**src/rtl/rom_fetch_arbiter_if.sv**
```systemverilog
// One requester port of the ROM fetch arbiter: request channel plus a
// fixed-latency response strobe with no backpressure.
interface rom_fetch_arbiter_if #(
  parameter int ADDR_W = 12,
  parameter int DATA_W = 8
);
  logic              valid;
  logic [ADDR_W-1:0] addr;
  logic              ready;
  logic              rvalid;
  logic [DATA_W-1:0] rdata;

  modport master (
    output valid,
    output addr,
    input  ready,
    input  rvalid,
    input  rdata
  );

  modport slave (
    input  valid,
    input  addr,
    output ready,
    output rvalid,
    output rdata
  );
endinterface

```
**src/rtl/rom_fetch_arbiter.sv**
```systemverilog
// Two-port arbiter in front of a combinational logo ROM: port 0 has fixed
// priority, port 1 is force-granted after STARVE_LIMIT stalled cycles.
module rom_fetch_arbiter #(
  parameter int ADDR_W       = 12,
  parameter int DATA_W       = 8,
  parameter int STARVE_LIMIT = 8
) (
  input  logic                  clk,
  input  logic                  rst_n,
  output logic [ADDR_W-1:0]     rom_addr,
  input  logic [DATA_W-1:0]     rom_q,
  rom_fetch_arbiter_if.slave    p0,
  rom_fetch_arbiter_if.slave    p1
);

  typedef enum logic [1:0] {
    TAG_NONE = 2'd0,
    TAG_P0   = 2'd1,
    TAG_P1   = 2'd2
  } tag_e;

  localparam logic [7:0] LIMIT = 8'(STARVE_LIMIT);

  logic              force_s;
  logic              p0_ready_s;
  logic              p1_ready_s;
  logic [7:0]        wait_cnt_r;
  logic [7:0]        wait_cnt_nxt_s;
  tag_e              tag_r;
  tag_e              tag_nxt_s;
  logic [ADDR_W-1:0] rom_addr_r;
  logic [ADDR_W-1:0] rom_addr_nxt_s;
  logic              p0_rvalid_r;
  logic              p1_rvalid_r;
  logic [DATA_W-1:0] p0_rdata_r;
  logic [DATA_W-1:0] p1_rdata_r;

  // Grant: at most one ready per cycle; force only overrides port 0 when port 1 is waiting.
  always_comb begin
    force_s    = (wait_cnt_r == LIMIT);
    p1_ready_s = p1.valid && (!p0.valid || force_s);
    p0_ready_s = p0.valid && !(p1.valid && force_s);
  end

  // Stage-1 next state: accepted address and its owner tag; address holds when idle.
  always_comb begin
    rom_addr_nxt_s = rom_addr_r;
    tag_nxt_s      = TAG_NONE;
    if (p1_ready_s) begin
      rom_addr_nxt_s = p1.addr;
      tag_nxt_s      = TAG_P1;
    end else if (p0_ready_s) begin
      rom_addr_nxt_s = p0.addr;
      tag_nxt_s      = TAG_P0;
    end else begin
      rom_addr_nxt_s = rom_addr_r;
      tag_nxt_s      = TAG_NONE;
    end
  end

  // Starvation counter: counts stalled port-1 cycles, saturating at the limit.
  always_comb begin
    wait_cnt_nxt_s = 8'd0;
    if (p1.valid && !p1_ready_s) begin
      if (wait_cnt_r >= LIMIT) begin
        wait_cnt_nxt_s = LIMIT;
      end else begin
        wait_cnt_nxt_s = wait_cnt_r + 8'd1;
      end
    end else begin
      wait_cnt_nxt_s = 8'd0;
    end
  end

  // Stage-1 registers: ROM address, owner tag and starvation counter.
  always_ff @(posedge clk or negedge rst_n) begin
    if (!rst_n) begin
      rom_addr_r <= '0;
      tag_r      <= TAG_NONE;
      wait_cnt_r <= 8'd0;
    end else begin
      rom_addr_r <= rom_addr_nxt_s;
      tag_r      <= tag_nxt_s;
      wait_cnt_r <= wait_cnt_nxt_s;
    end
  end

  // Stage-2 registers: ROM data lands only in the owning port's response register.
  always_ff @(posedge clk or negedge rst_n) begin
    if (!rst_n) begin
      p0_rvalid_r <= 1'b0;
      p1_rvalid_r <= 1'b0;
      p0_rdata_r  <= '0;
      p1_rdata_r  <= '0;
    end else begin
      p0_rvalid_r <= (tag_r == TAG_P0);
      p1_rvalid_r <= (tag_r == TAG_P1);
      case (tag_r)
        TAG_P0:  p0_rdata_r <= rom_q;
        TAG_P1:  p1_rdata_r <= rom_q;
        default: begin
          p0_rdata_r <= p0_rdata_r;
          p1_rdata_r <= p1_rdata_r;
        end
      endcase
    end
  end

  assign rom_addr  = rom_addr_r;
  assign p0.ready  = p0_ready_s;
  assign p1.ready  = p1_ready_s;
  assign p0.rvalid = p0_rvalid_r;
  assign p1.rvalid = p1_rvalid_r;
  assign p0.rdata  = p0_rdata_r;
  assign p1.rdata  = p1_rdata_r;

endmodule

```
**src/flat_wrapper.sv**
```systemverilog
// flat-port wrapper written by rule: the top's interface ports become plain ports
module rom_fetch_arbiter_flat 
#(
  parameter int ADDR_W       = 12,
  parameter int DATA_W       = 8,
  parameter int STARVE_LIMIT = 8
)
  (clk, rst_n, rom_addr, rom_q, p0_valid, p0_addr, p0_ready, p0_rvalid, p0_rdata, p1_valid, p1_addr, p1_ready, p1_rvalid, p1_rdata);
  rom_fetch_arbiter_if #(.ADDR_W(ADDR_W), .DATA_W(DATA_W)) p0_i ();
  rom_fetch_arbiter_if #(.ADDR_W(ADDR_W), .DATA_W(DATA_W)) p1_i ();
  input  logic clk;
  input  logic rst_n;
  output logic [ADDR_W-1:0] rom_addr;
  input  logic [DATA_W-1:0] rom_q;
  input wire logic [$bits(p0_i.valid)-1:0] p0_valid;
  input wire logic [$bits(p0_i.addr)-1:0] p0_addr;
  output wire logic [$bits(p0_i.ready)-1:0] p0_ready;
  output wire logic [$bits(p0_i.rvalid)-1:0] p0_rvalid;
  output wire logic [$bits(p0_i.rdata)-1:0] p0_rdata;
  input wire logic [$bits(p1_i.valid)-1:0] p1_valid;
  input wire logic [$bits(p1_i.addr)-1:0] p1_addr;
  output wire logic [$bits(p1_i.ready)-1:0] p1_ready;
  output wire logic [$bits(p1_i.rvalid)-1:0] p1_rvalid;
  output wire logic [$bits(p1_i.rdata)-1:0] p1_rdata;
  assign p0_i.valid = p0_valid;
  assign p0_i.addr = p0_addr;
  assign p0_ready = p0_i.ready;
  assign p0_rvalid = p0_i.rvalid;
  assign p0_rdata = p0_i.rdata;
  assign p1_i.valid = p1_valid;
  assign p1_i.addr = p1_addr;
  assign p1_ready = p1_i.ready;
  assign p1_rvalid = p1_i.rvalid;
  assign p1_rdata = p1_i.rdata;
  rom_fetch_arbiter #(.ADDR_W(ADDR_W), .DATA_W(DATA_W), .STARVE_LIMIT(STARVE_LIMIT)) u_core (.clk(clk), .rst_n(rst_n), .rom_addr(rom_addr), .rom_q(rom_q), .p0(p0_i), .p1(p1_i));
endmodule
```
**config.mk**
```make
export PLATFORM = sky130hd
export DESIGN_NAME = rom_fetch_arbiter_flat
export DESIGN_NICKNAME = d
export VERILOG_FILES = /design/src/rtl/rom_fetch_arbiter_if.sv /design/src/rtl/rom_fetch_arbiter.sv /design/src/flat_wrapper.sv
export SDC_FILE = /design/constraint.sdc
export NUM_CORES = 1
export LEC_CHECK = 0
export ABC_AREA = 1
export CORE_MARGIN = 2
export CORE_UTILIZATION = 65
export DETAILED_ROUTE_END_ITERATION = 8
export DONT_BUFFER_PORTS = 1
export GPL_TIMING_DRIVEN = 1
export HOLD_SLACK_MARGIN = 0.03
export PLACE_DENSITY = 0.81
export SLEW_MARGIN = 20
export SYNTH_ARGS = -nofsm -noshare
export SYNTH_HDL_FRONTEND = slang
export SYNTH_SLANG_ARGS = --single-unit
```
**constraint.sdc**
```tcl
create_clock -name clk -period 2 [get_ports clk]
set_input_delay 0.4 -clock clk [delete_from_list [all_inputs] [get_ports clk]]
set_output_delay 0.4 -clock clk [all_outputs]
set_load 0.02 [all_outputs]
```
==> summary.md <==
| Metric | Value |
|---|---|
| Status | completed |
| Crit end category | primary output |
| Total number of vias | 1215 |
| Die ar. | 2990 sq um |
| GR Layer Usage met3 | 0.101 |
| Area occupied by multi-input gates | 553 sq um |
| Minimum hold slack | 0.136 ns |
| WS Path Type | reg -> out |
| Max Clk Rate | 0.530 GHz |
| Nets | 220 |
| #FFs+latches synth | 40 |
| Yosys cell types | 19 |
| Final HPWL DP | 2400 um |
| Horiz. Die Dim | 54.7 um |
| Core area | 2450 sq um |
| Share of post-route cells with drive strength above 1 | 0.109 |
| Number of H-tree levels | 2 |
| Root Buffer | clkbuf_4 |
| Worst-path clk slew | 0.10 ns |
| Most common cell after layout, fill and taps aside | dfrtp_1 |
| GRT met1 Usage | 0.301 |
| Wire length per cell | 15.9 um |
| Critical Path RT | 1.60 ns |
| CTS tree | built |
| Synth warn | 0 |
| Worst hold stages | 1 |
| Register area share after synthesis | 0.599 |
| Pwr per Cell Area | 903 nW/um^2 |
| Yosys top cell area share | 0.599 |
| Tot Pwr | 1.59 mW |
| Crit Reg-Reg Startpoint | u_core.wait_cnt_r[0] |
| Global-route wire length before repair | 4930 um |
| Most Crowded Layer GR | met2 |
| Syn_area_per_cell | 9.49 sq um |
| Max-cap violations | 0 |
| Startpoint class of the critical path | flip-flop |
| Setup Skew | 0.00363 ns |
| I/O Pins | 68 |
| Worst min path class | in -> reg |
| P&R area growth vs syn | 5.69% |
| Fin. Hold Viols | 0 |
| FF-to-FF setup slack | 0.50 ns |
| Met2 Resource Use GR | 0.387 |
| Total negative slack | 0 ns |
| Clock Latency Late Sink | 0.34 ns |
| Final setup fails | 0 |
| Gpl congestion | 0.729 |
| Detailed Routing Iterations Pass 1 | 4 |
| Area of placed instances | 1670 sq um |
| Hold endpoint | u_core.tag_r[0] |
| Period utilization | 0.943 |
| Reg area | 1000 sq um |
| Initial antenna violation count | 0 |
| Critical R2R Capture | u_core.rom_addr[10] |
| Violation count after the first detailed-route iteration | 24 |
| DRC viols | 0 |
| Antenna Cells | 0 |
| Fillers | 198 |
| Crit-path max FO | 4 |
| Critical Path AT | 1.49 ns |
| Finished Cell Area | 1770 sq um |
| Most frequent cells in the layout | dfrtp_1, nand2_1, nand3_1, inv_1, o21ai_0 |
| Leak | 0.865 nW |
| Vias in the first global route | 1101 |
| Grt total ovfl | 0 |
| # rows | 18 |
| # port buffers | 0 |
| Dominant cell type by area after synthesis | dfrtp_1 |
| R2R depth | 7 |
| Worst hold start | p1_valid |
| Cell Area, Synth | 1670 sq um |
| Final WL | 3390 um |
| Largest net degree at the start of global routing | 41 |
| Top post-synthesis cells by area | dfrtp_1, nand3_1, nand2_1, o21ai_0, inv_1 |
| TritonCTS Sinks | 40 |
| Setup Fix Bufs, Post-CTS | 0 |
| Syn Inst Count | 176 |
| Slew Viols, Final | 0 |
| Total track usage | 0.249 |
| Die Y | 54.7 um |
| Initial core utilization | 0.680 |
| Final min period | 1.89 ns |
| Inserted Clock Buffers | 5 |
| Post-DRT Antenna Nets | 0 |
| Worst VDD drop | 0.719 mV |
| Max Root-Sink Buffers | 2 |
| Avg Vias per Cell | 5.70 |
[metrics by stage]
stage	instances	util	setup slack, ns
global placement	203	0.679	0.460
floorplan	179	-	0.429
detailed placement	203	0.679	0.407
finish	213	0.719	0.114
CTS	213	0.716	0.0156
global route	213	0.719	-0.000429
[cells in the mapped netlist, drive strengths merged]
cell type / count
conb: 1
o21ai: 17
buf: 7
nand2: 36
nor2: 13
a21oi: 3
ha: 2
xnor2: 1
nand3: 36
dfrtp: 40
inv: 20
[registers in the layout, summed over array words and instances, names as in the netlist]
name and cells:
u_core.p0.rvalid 1, u_core.p1.rdata 8, u_core.rom_addr 12, u_core.tag_r 2, u_core.wait_cnt_r 8, u_core.p1.rvalid 1, u_core.p0.rdata 8
[final cells by class]
class,count,share of cell area
Clock buffer,8,0.0333
Multi-Input combinational cell,112,0.313
Tap cell,30,0.0213
Inverter,20,0.0439
Timing Repair Buffer,3,0.0213
Sequential cell,40,0.567
[worst max-delay path by stage]
stage                                     from       end  slack (ns)  depth (start not counted)
after global routing      u_core.wait_cnt_r[0]  p1_ready     -0.0004                          6
after floorplan           u_core.wait_cnt_r[0]  p1_ready        0.43                          6
after detailed placement  u_core.wait_cnt_r[0]  p0_ready        0.41                          5
final                     u_core.wait_cnt_r[0]  p0_ready        0.11                          5
after CTS                 u_core.wait_cnt_r[0]  p0_ready        0.02                          5
after global placement    u_core.wait_cnt_r[0]  p0_ready        0.46                          5
[where the power goes]
part	internal, mW	total [mW]	switching [mW]
Sequential	0.889	1.04	0.149
Combinational	0.0516	0.142	0.0904
Clock	0.174	0.414	0.240
[cells by family after synthesis]
logic type | synth area share
AO/OA/AOI/OAI | 0.0622
XOR/XNOR | 0.00524
flip-flops | 0.599
AND/OR/NAND/NOR | 0.236
buffers and inverters | 0.0801
adder cells (fa/ha/maj) | 0.0150
other | 0.00225
[routing by layer]
layer	routed length, um	part of all wire
met4	79	0.023
met1	1340	0.39
met5	0	0
met2	1670	0.49
met3	304	0.090
[critical path: stages (launching register included)]
cell and delay [ns]:
dfrtp_1 0.42, inv_1 0.08, ha_1 0.16, nand3_2 0.10, nor2_2 0.24, a21oi_2 0.15
[repair_timing]
action | 4_1_cts | 5_1_grt
resized for setup | 0 | 4
hold buffers | 2 | 0
endpoints found under the setup margin | 0 | 2
endpoints found under the hold margin | 40 | 0
Note: power is estimated with default switching activity, not from simulation.
